===== config.mk =====
export PLATFORM = sky130hd
export DESIGN_NAME = i2c_target_rx
export DESIGN_NICKNAME = d
export VERILOG_FILES = /design/src/rtl/i2c_tgt_pkg.sv /design/src/rtl/i2c_bus_sync.sv /design/src/rtl/i2c_target_rx.sv
export SDC_FILE = /design/constraint.sdc
export NUM_CORES = 1
export LEC_CHECK = 0
export ABC_AREA = 0
export CAP_MARGIN = 5
export CELL_PAD_IN_SITES_DETAIL_PLACEMENT = 2
export CELL_PAD_IN_SITES_GLOBAL_PLACEMENT = 2
export CORE_ASPECT_RATIO = 1.25
export CORE_MARGIN = 3
export CORE_UTILIZATION = 41
export DETAILED_ROUTE_END_ITERATION = 10
export PLACE_DENSITY_LB_ADDON = 0.15
export SKIP_LAST_GASP = 1
export SYNTH_ARGS = -nofsm -noshare
export SYNTH_HDL_FRONTEND = slang
export SYNTH_SLANG_ARGS = --single-unit

===== constraint.sdc =====
create_clock -name i_clk -period 3.7 [get_ports i_clk]
set_input_delay 1.11 -clock i_clk [delete_from_list [all_inputs] [get_ports i_clk]]
set_output_delay 1.11 -clock i_clk [all_outputs]
set_load 0.05 [all_outputs]

===== src/rtl/i2c_tgt_pkg.sv =====
// Shared types and constants for the I2C write-only register target.
// Latency: n/a (types only).
// Backpressure: n/a.
package i2c_tgt_pkg;

   typedef enum logic [2:0] {
      IDLE     = 3'd0,
      ADDR     = 3'd1,
      ADDR_ACK = 3'd2,
      DATA     = 3'd3,
      DATA_ACK = 3'd4,
      IGNORE   = 3'd5
   } state_t;

   // A WM8731 control word is two bytes: {reg_addr[6:0], data[8]} then data[7:0].
   localparam logic [1:0] FRAME_BYTES     = 2'd2;
   localparam logic [6:0] WM8731_DEV_ADDR = 7'h1A;

endpackage


===== src/rtl/i2c_bus_sync.sv =====
// Synchronises SCL/SDA and flags START, STOP and SCL rise/fall.
// Latency: SYNC_STAGES flops plus one edge-detect register to each strobe.
// Backpressure: none; strobes are single-cycle and must be consumed at once.
module i2c_bus_sync #(
   parameter int SYNC_STAGES = 2
) (
   input  logic clk,
   input  logic rst_n,
   input  logic sclk,
   input  logic sdat,
   output logic sda,
   output logic scl_rise,
   output logic scl_fall,
   output logic start,
   output logic stop
);

   logic [SYNC_STAGES-1:0] scl_sync;
   logic [SYNC_STAGES-1:0] sda_sync;
   logic                   scl_s;
   logic                   sda_s;
   logic                   scl_d;
   logic                   sda_d;

   // Flops reset to 1 so an idle bus produces no spurious edges.
   always_ff @(posedge clk or negedge rst_n) begin
      if (!rst_n) begin
         scl_sync <= '1;
         sda_sync <= '1;
         scl_d    <= 1'b1;
         sda_d    <= 1'b1;
      end else begin
         scl_sync <= {scl_sync[SYNC_STAGES-2:0], sclk};
         sda_sync <= {sda_sync[SYNC_STAGES-2:0], sdat};
         scl_d    <= scl_s;
         sda_d    <= sda_s;
      end
   end

   assign scl_s    = scl_sync[SYNC_STAGES-1];
   assign sda_s    = sda_sync[SYNC_STAGES-1];
   assign sda      = sda_s;
   assign scl_rise = scl_s & ~scl_d;
   assign scl_fall = ~scl_s & scl_d;
   // SCL must be high in both samples so an SDA move next to an SCL edge is not a bus event.
   assign start    = scl_s & scl_d & sda_d & ~sda_s;
   assign stop     = scl_s & scl_d & ~sda_d & sda_s;

endmodule


===== src/rtl/i2c_target_rx.sv =====
// WM8731-style I2C write target: address byte, then 16-bit {reg_addr, data} frames.
// Latency: o_valid in the cycle after the synchronised SCL rise of the frame's last bit.
// Backpressure: none (NACK only on errors); I2C_TGT_REG_CHECK_EN enables the reg_addr range NACK.
module i2c_target_rx
   import i2c_tgt_pkg::*;
#(
   parameter logic [6:0] DEV_ADDR    = WM8731_DEV_ADDR,
   parameter int         SYNC_STAGES = 2,
   parameter logic [6:0] MAX_REG     = 7'h0F
) (
   input  logic       i_clk,
   input  logic       i_rst_n,
   input  logic       i_sclk,
   input  logic       i_sdat,
   output logic       o_sdat_pull,
   output logic       o_valid,
   output logic [6:0] o_reg_addr,
   output logic [8:0] o_reg_data,
   output logic       o_busy,
   output logic       o_err
);

   logic       sda;
   logic       scl_rise;
   logic       scl_fall;
   logic       start;
   logic       stop;

   state_t     state;
   logic [6:0] shift;
   logic [2:0] bit_cnt;
   logic [1:0] byte_cnt;
   logic       ack_held;
   logic [6:0] hi_addr;
   logic       hi_d8;
   logic [7:0] rx_byte;
   logic       reg_ok;

   i2c_bus_sync #(
      .SYNC_STAGES(SYNC_STAGES)
   ) u_sync (
      .clk      (i_clk),
      .rst_n    (i_rst_n),
      .sclk     (i_sclk),
      .sdat     (i_sdat),
      .sda      (sda),
      .scl_rise (scl_rise),
      .scl_fall (scl_fall),
      .start    (start),
      .stop     (stop)
   );

   // The complete byte, valid in the cycle its 8th bit is sampled.
   assign rx_byte = {shift, sda};

`ifdef I2C_TGT_REG_CHECK_EN
   assign reg_ok = (rx_byte[7:1] <= MAX_REG);
`else
   // Range check disabled: every register address is accepted.
   assign reg_ok = 1'b1 | (rx_byte[7:1] <= MAX_REG);
`endif

   always_ff @(posedge i_clk or negedge i_rst_n) begin
      if (!i_rst_n) begin
         state       <= IDLE;
         shift       <= '0;
         bit_cnt     <= '0;
         byte_cnt    <= '0;
         ack_held    <= 1'b0;
         hi_addr     <= '0;
         hi_d8       <= 1'b0;
         o_sdat_pull <= 1'b0;
         o_valid     <= 1'b0;
         o_reg_addr  <= '0;
         o_reg_data  <= '0;
         o_busy      <= 1'b0;
         o_err       <= 1'b0;
      end else begin
         o_valid <= 1'b0;
         o_err   <= 1'b0;
         if (start) begin
            // Repeated START silently drops any partial frame.
            state       <= ADDR;
            shift       <= '0;
            bit_cnt     <= '0;
            byte_cnt    <= '0;
            ack_held    <= 1'b0;
            o_sdat_pull <= 1'b0;
            o_busy      <= 1'b0;
         end else if (stop) begin
            state       <= IDLE;
            bit_cnt     <= '0;
            byte_cnt    <= '0;
            ack_held    <= 1'b0;
            o_sdat_pull <= 1'b0;
            o_busy      <= 1'b0;
            o_err       <= (byte_cnt == 2'd1);
         end else begin
            case (state)
               ADDR: begin
                  if (scl_rise) begin
                     if (bit_cnt == 3'd7) begin
                        bit_cnt <= '0;
                        if (rx_byte[7:1] == DEV_ADDR && !rx_byte[0]) begin
                           state  <= ADDR_ACK;
                           o_busy <= 1'b1;
                        end else begin
                           state <= IGNORE;
                           o_err <= (rx_byte[7:1] == DEV_ADDR);
                        end
                     end else begin
                        bit_cnt <= bit_cnt + 3'd1;
                        shift   <= {shift[5:0], sda};
                     end
                  end
               end
               ADDR_ACK, DATA_ACK: begin
                  // First SCL fall drives ACK, the next one (after the 9th high phase) releases it.
                  if (scl_fall) begin
                     if (!ack_held) begin
                        o_sdat_pull <= 1'b1;
                        ack_held    <= 1'b1;
                     end else begin
                        o_sdat_pull <= 1'b0;
                        ack_held    <= 1'b0;
                        state       <= DATA;
                        o_busy      <= 1'b1;
                     end
                  end
               end
               DATA: begin
                  if (scl_rise) begin
                     if (bit_cnt == 3'd7) begin
                        bit_cnt <= '0;
                        if (byte_cnt >= FRAME_BYTES) begin
                           state  <= IGNORE;
                           o_busy <= 1'b0;
                           o_err  <= 1'b1;
                        end else if (byte_cnt == 2'd0) begin
                           if (reg_ok) begin
                              hi_addr  <= rx_byte[7:1];
                              hi_d8    <= rx_byte[0];
                              byte_cnt <= 2'd1;
                              state    <= DATA_ACK;
                           end else begin
                              state  <= IGNORE;
                              o_busy <= 1'b0;
                              o_err  <= 1'b1;
                           end
                        end else begin
                           o_valid    <= 1'b1;
                           o_reg_addr <= hi_addr;
                           o_reg_data <= {hi_d8, rx_byte};
                           byte_cnt   <= 2'd2;
                           state      <= DATA_ACK;
                        end
                     end else begin
                        bit_cnt <= bit_cnt + 3'd1;
                        shift   <= {shift[5:0], sda};
                     end
                  end
               end
               default: ;
            endcase
         end
      end
   end

endmodule


==> results.yml, run 1 <==
global_route:
  grt_first_pass_wirelength_um: 8200
  antenna_found_initial: 0
  grt_max_degree: 50
  grt_overflow: 0
  grt_pass1_vias: 1547
  track_usage: 0.174
synth:
  synth_cell_types: 40
  yosysTopAreaCell: "dfrtp_1"
  yosysWarnings: 0
  synthTopCellsByArea: "dfrtp_1, dfstp_2, mux2_2, mux2_4, mux2i_1"
  synth-seq-cells: 49
  ys_seq_area_frac: 0.586
  synth_fp_nets: 161
  async_flop_share: 1.00
  synth-edff-count: 0
  syn_area_um2: 2110
  synth_top_area_frac: 0.511
  synth_top_flop_cell: "dfrtp_1"
  syn_area_per_cell_um2: 13.6
  synthCells: 155
place:
  globalplace.congestion: 0.787
  place_inst: 235
  dp_slack_ns: 1.41
  post-dp-hpwl_um: 3260
  io_buffers: 23
sta:
  finalSetupViolCount: 0
  min_period_ns: 2.62
  fmax_ghz: 0.382
  drv_slew: 0
  rsz0062_at_grt: "false"
  skew_ns: 0.0172
  slew_headroom: 0.282
  finalSetupTns_ns: 0
  tightest_slew_ns: 1.08
  setup_ws_ns: 1.08
  hold_violations: 0
  finalCritPeriodShare: 0.708
layout:
  diodes: 0
  final_cell_mix: "dfrtp_1, clkdlybuf4s50_1, mux2_2"
  area_delta_synth_final_pct: 18.5
  drive_gt1_frac: 0.246
  finalNonFillerCells: 243
  utilization: 0.516
  fin_nets: 188
  final_common_cell: "dfrtp_1"
routing:
  via_per_inst: 5.37
  dr.pass1.iters: 4
  drtAntennaViolNets: 0
  wl_per_cell_um: 19.7
  first_iter_violations: 62
  wirelength_um: 4800
  via_count: 1305
  drcViolationCount: 0
floorplan:
  die_w_um: 70.1
  pin_count: 24
  die-area_um2: 6040
  core_um2: 4830
  die_h_um: 86.1
  initial_core_util: 0.436
  rows: 28
power:
  power.switching_uw: 282
  internal-power_uw: 821
  combPwrFrac: 0.093
  p_seq_frac: 0.569
  ir_worst_vdd_mv: 0.311
  powerDensity_nw_per_um2: 442
  p_leak_uw: 0.00118
  swShare: 0.256
  clockPowerShare: 0.338
worst_setup_path:
  startpoint_type: "register"
  critPathTopFamily: "buffers and inverters"
  crit_buf_inv: 1
  end_kind: "output pin"
  required_ns: 2.59
  cp_slowest_stage_delay_ns: 0.82
  path_max_fanout: 2
  path_class: "reg2out"
  worstPathArrival_ns: 1.51
  slowest_stage: "clkdlybuf4s50_1"
  crit_chain: "clkdlybuf4s50_1"
clock_tree:
  clk_pin_slew_worst_paths_ns: 0.10
  clk_latency_ns: 0.30
  postCtsSetupRepairBufs: 0
  clockBufferDepth: 2
  cts-root-buf: "clkbuf_8"
  cts_resized: 0
  cts_max_level: 2
  cts_hold_buf: 0
  cts.sinks: 49
  numCtsBuffers: 5
  cts_tree: "done"
run:
  maxCapViolCount: 0
worst_hold_path:
  hp-class: "reg2reg"
run_status:
  status: "completed"
cell type report:
class	instances	area, um^2
multi-input combinational	97	827
sequential	49	1230
timing repair buffer	24	233
inverter	5	18.8
clock buffer	6	72.6
tap	60	75.1
clock inverter	2	35.0
fill	470	2340
per-layer routing:
metal | track usage | share of wire
met5 | 0 | 0
met3 | 0.0293 | 0.021
met4 | 0.0366 | 0.0058
met2 | 0.340 | 0.57
met1 | 0.195 | 0.40
final timing paths:
check / to / slack (ns) / startpoint / depth (start not counted)
worst max-delay path: o_reg_addr[0] / 1.08 / o_reg_addr[0] / 1
worst min-delay path: u_sync.scl_sync[1] / 0.36 / u_sync.scl_sync[0] / 0
worst max register to register: o_reg_data[7] / 1.66 / bit_cnt[1] / 6
worst min register to register: u_sync.scl_sync[1] / 0.36 / u_sync.scl_sync[0] / 0
max in group asynchronous: o_reg_data[1] / 2.02 / i_rst_n / 1
min in group asynchronous: o_reg_data[8] / 1.00 / i_rst_n / 1
logic make-up (layout without fill, tap and decap cells):
kind of cell | count (synthesis) | count (layout) | share of synthesized area
simple gates | 43 | 43 | 0.131
xor+xnor | 4 | 4 | 0.0166
buf+inv | 9 | 37 | 0.0214
fa+ha+maj | 2 | 2 | 0.0119
flops | 49 | 49 | 0.586
compound gates | 19 | 19 | 0.0671
mux | 29 | 29 | 0.166
cells in the mapped netlist, types with 2 or more instances:
cell type and n:
mux2_2 14, mux2i_1 5, dfrtp_1 43, and2b_1 2
a21o_1 2, mux2_1 2, xnor2_1 2, dfstp_2 6
nand2_1 12, o21ai_0 4, ha_1 2, nor4bb_1 2
nand4b_1 2, xor2_1 2, mux2_4 8, nor3b_1 2
nor2_1 13, a21oi_1 4, buf_2 3, inv_1 5
registers in the layout (all words and copies together), names as in the netlist:
register / count
o_busy: 1
o_valid: 1
ack_held: 1
bit_cnt: 3
o_err: 1
u_sync.sda_d: 1
state: 3
u_sync.scl_sync: 2
o_reg_addr: 7
hi_d8: 1
u_sync.scl_d: 1
u_sync.sda_sync: 2
o_reg_data: 9
hi_addr: 7
byte_cnt: 2
shift: 7
power groups by stage:
| stage | Clock, uW | Combinational (uW) | Sequential [uW] |
|---|---|---|---|
| finish | 373 | 102 | 628 |
| global route | 407 | 120 | 635 |
| CTS | 386 | 105 | 629 |
| detailed placement | 0 | 102 | 638 |
| global placement | 0 | 92.9 | 634 |
| floorplan | 0 | 71.8 | 616 |
through the flow:
step | hold WS (ns) | power [uW] | area (um^2)
5_1_grt | 0.369 | 1160 | 2490
3_3_place_gp | 0.347 | 727 | 2390
2_1_floorplan | 0.345 | 688 | 2110
6_report | 0.356 | 1100 | 2490
4_1_cts | 0.361 | 1120 | 2490
3_5_place_dp | 0.348 | 740 | 2390
Note: power is estimated with default switching activity, not from simulation.
==> run 2: changes to the inputs <==
--- a/config.mk
+++ b/config.mk
@@ -11,7 +11,7 @@
 export CELL_PAD_IN_SITES_GLOBAL_PLACEMENT = 2
 export CORE_ASPECT_RATIO = 1.25
 export CORE_MARGIN = 3
-export CORE_UTILIZATION = 41
+export CORE_UTILIZATION = 38
 export DETAILED_ROUTE_END_ITERATION = 10
 export PLACE_DENSITY_LB_ADDON = 0.15
 export SKIP_LAST_GASP = 1
==> constraint.sdc (replaced) <==
create_clock -name i_clk -period 2.7 [get_ports i_clk]
set_input_delay 0.81 -clock i_clk [delete_from_list [all_inputs] [get_ports i_clk]]
set_output_delay 0.81 -clock i_clk [all_outputs]
set_load 0.05 [all_outputs]
==> run 2 against run 1 <==
Sequential share of layout area shrank 0.074 points; cell area up 0.15%; core utilization shrank 3.8 points; combinational power increased by 41%; via count up 1.8%; highest routed layer unchanged; largest power group unchanged; final cell count is 1.6% higher; non-clock buffer count rose by 2.
==> results.yml, run 2 (synthesis results as in run 1) <==
run_status:
  status: "completed"
layout:
  largest_reg_flops: 9
  final_common_cell: "dfrtp_1"
  area_delta_synth_final_pct: 18.7
  top_register: "o_reg_data"
  final_cell_mix: "dfrtp_1, clkdlybuf4s50_1, mux2_2"
  diodes: 0
  drive_gt1_frac: 0.254
  fin_nets: 190
worst_setup_path:
  end_kind: "output pin"
  worstPathArrival_ns: 1.50
  crit_chain: "clkdlybuf4s50_1"
  cp_slowest_stage_delay_ns: 0.83
  critPathTopFamily: "buffers and inverters"
  path_max_fanout: 2
  path_class: "reg2out"
  required_ns: 1.89
  startpoint_type: "register"
  crit_buf_inv: 1
  slowest_stage: "clkdlybuf4s50_1"
power:
  internal-power_uw: 1060
  ir_worst_vdd_mv: 0.266
  p_seq_frac: 0.595
  swShare: 0.266
  clockPowerShare: 0.305
  combPwrFrac: 0.100
  p_leak_uw: 0.00118
  power.switching_uw: 384
  powerDensity_nw_per_um2: 578
sta:
  whs_ns: 0.359
  slew_headroom: 0.560
  min_period_ns: 2.31
  tightest_slew_ns: 0.654
  drv_slew: 0
  hold_violations: 0
  finalCritPeriodShare: 0.855
  finalSetupViolCount: 0
  setup_ws_ns: 0.392
  rsz0062_at_grt: "false"
  fmax_ghz: 0.433
  finalSetupTns_ns: 0
  skew_ns: 0.00684
place:
  post-dp-hpwl_um: 3350
  globalplace.congestion: 0.775
  io_buffers: 23
  dp_slack_ns: 0.641
global_route:
  grt_pass1_vias: 1518
  grt_max_degree: 50
  grt_overflow: 0
  track_usage: 0.165
  antenna_found_initial: 0
  grt_first_pass_wirelength_um: 8020
routing:
  dr.pass1.iters: 4
  drcViolationCount: 0
  drtAntennaViolNets: 0
  via_count: 1328
  wirelength_um: 4720
  wl_per_cell_um: 19.1
  via_per_inst: 5.38
  first_iter_violations: 30
clock_tree:
  cts-root-buf: "clkbuf_8"
  cts.sinks: 49
  cts_tree: "done"
  numCtsBuffers: 5
  clk_pin_slew_worst_paths_ns: 0.09
  clk_latency_ns: 0.29
  cts_resized: 0
  clockBufferDepth: 2
  cts_max_level: 2
  postCtsSetupRepairBufs: 0
  cts_hold_buf: 0
floorplan:
  die_w_um: 72.6
  core_um2: 5230
  die-area_um2: 6480
  pin_count: 24
  die_h_um: 89.2
  initial_core_util: 0.403
  rows: 29
run:
  maxCapViolCount: 0
worst_hold_path:
  hp-class: "reg2reg"
[run 2: cell count changes in the layout (fill, tap and decap cells not counted), sizes merged]
cell,previous run,this run
clkinvlp,0,1
clkinv,1,0
bufinv,1,0
buf,2,4
clkbuf,6,7
[run 2: worst reg2reg max path: cells and delay by family (launching register included)]
kind | cells | cell delay (ns)
adders and majority gates | 2 | 0.38
DFF | 1 | 0.37
muxes | 1 | 0.43
and+or+nand+nor | 3 | 0.77
[run 2: power by group through the flow]
stage                     registers (uW)  clock network (uW)  logic [uW]
after floorplan                      844                   0        98.4
after global placement               869                   0         130
after detailed placement             875                   0         146
after CTS                            861                 462         149
after global routing                 873                 497         166
final                                860                 441         144
[run 2: metrics by stage]
stage | util | cells | instance area [um^2] | total power (uW)
floorplan | - | 155 | 2110 | 943
global placement | 0.460 | 239 | 2400 | 999
detailed placement | 0.460 | 239 | 2400 | 1020
CTS | 0.478 | 247 | 2500 | 1470
global route | 0.478 | 247 | 2500 | 1530
finish | 0.478 | 247 | 2500 | 1440
[run 2: layer usage]
layer,share of wire,GRT usage,vias to the layer above
li1,-,-,600
met1,0.40,0.193,707
met2,0.57,0.305,19
met3,0.026,0.0382,2
met4,0.0047,0.0369,0
met5,0,0,-
[run 2: final timing paths]
| check | start | depth (start not counted) | end | slack (ns) |
|---|---|---|---|---|
| min in group asynchronous | i_rst_n | 2 | byte_cnt[1] | 0.60 |
| hold / removal | u_sync.sda_sync[0] | 0 | u_sync.sda_sync[1] | 0.36 |
| setup / recovery | o_reg_data[4] | 1 | o_reg_data[4] | 0.39 |
| max in group asynchronous | i_rst_n | 2 | hi_addr[0] | 1.69 |
| hold reg to reg | u_sync.sda_sync[0] | 0 | u_sync.sda_sync[1] | 0.36 |
| setup reg to reg | bit_cnt[1] | 6 | o_reg_addr[0] | 0.65 |
[run 2: layout make-up]
| class | count | area (um^2) |
|---|---|---|
| flip-flops and latches | 49 | 1230 |
| fillers | 531 | 2730 |
| well taps | 62 | 77.6 |
| clock inverters | 1 | 7.51 |
| clock buffers | 7 | 86.3 |
| repair buffers | 26 | 248 |
| inverters | 5 | 18.8 |
| multi-input cells | 97 | 827 |
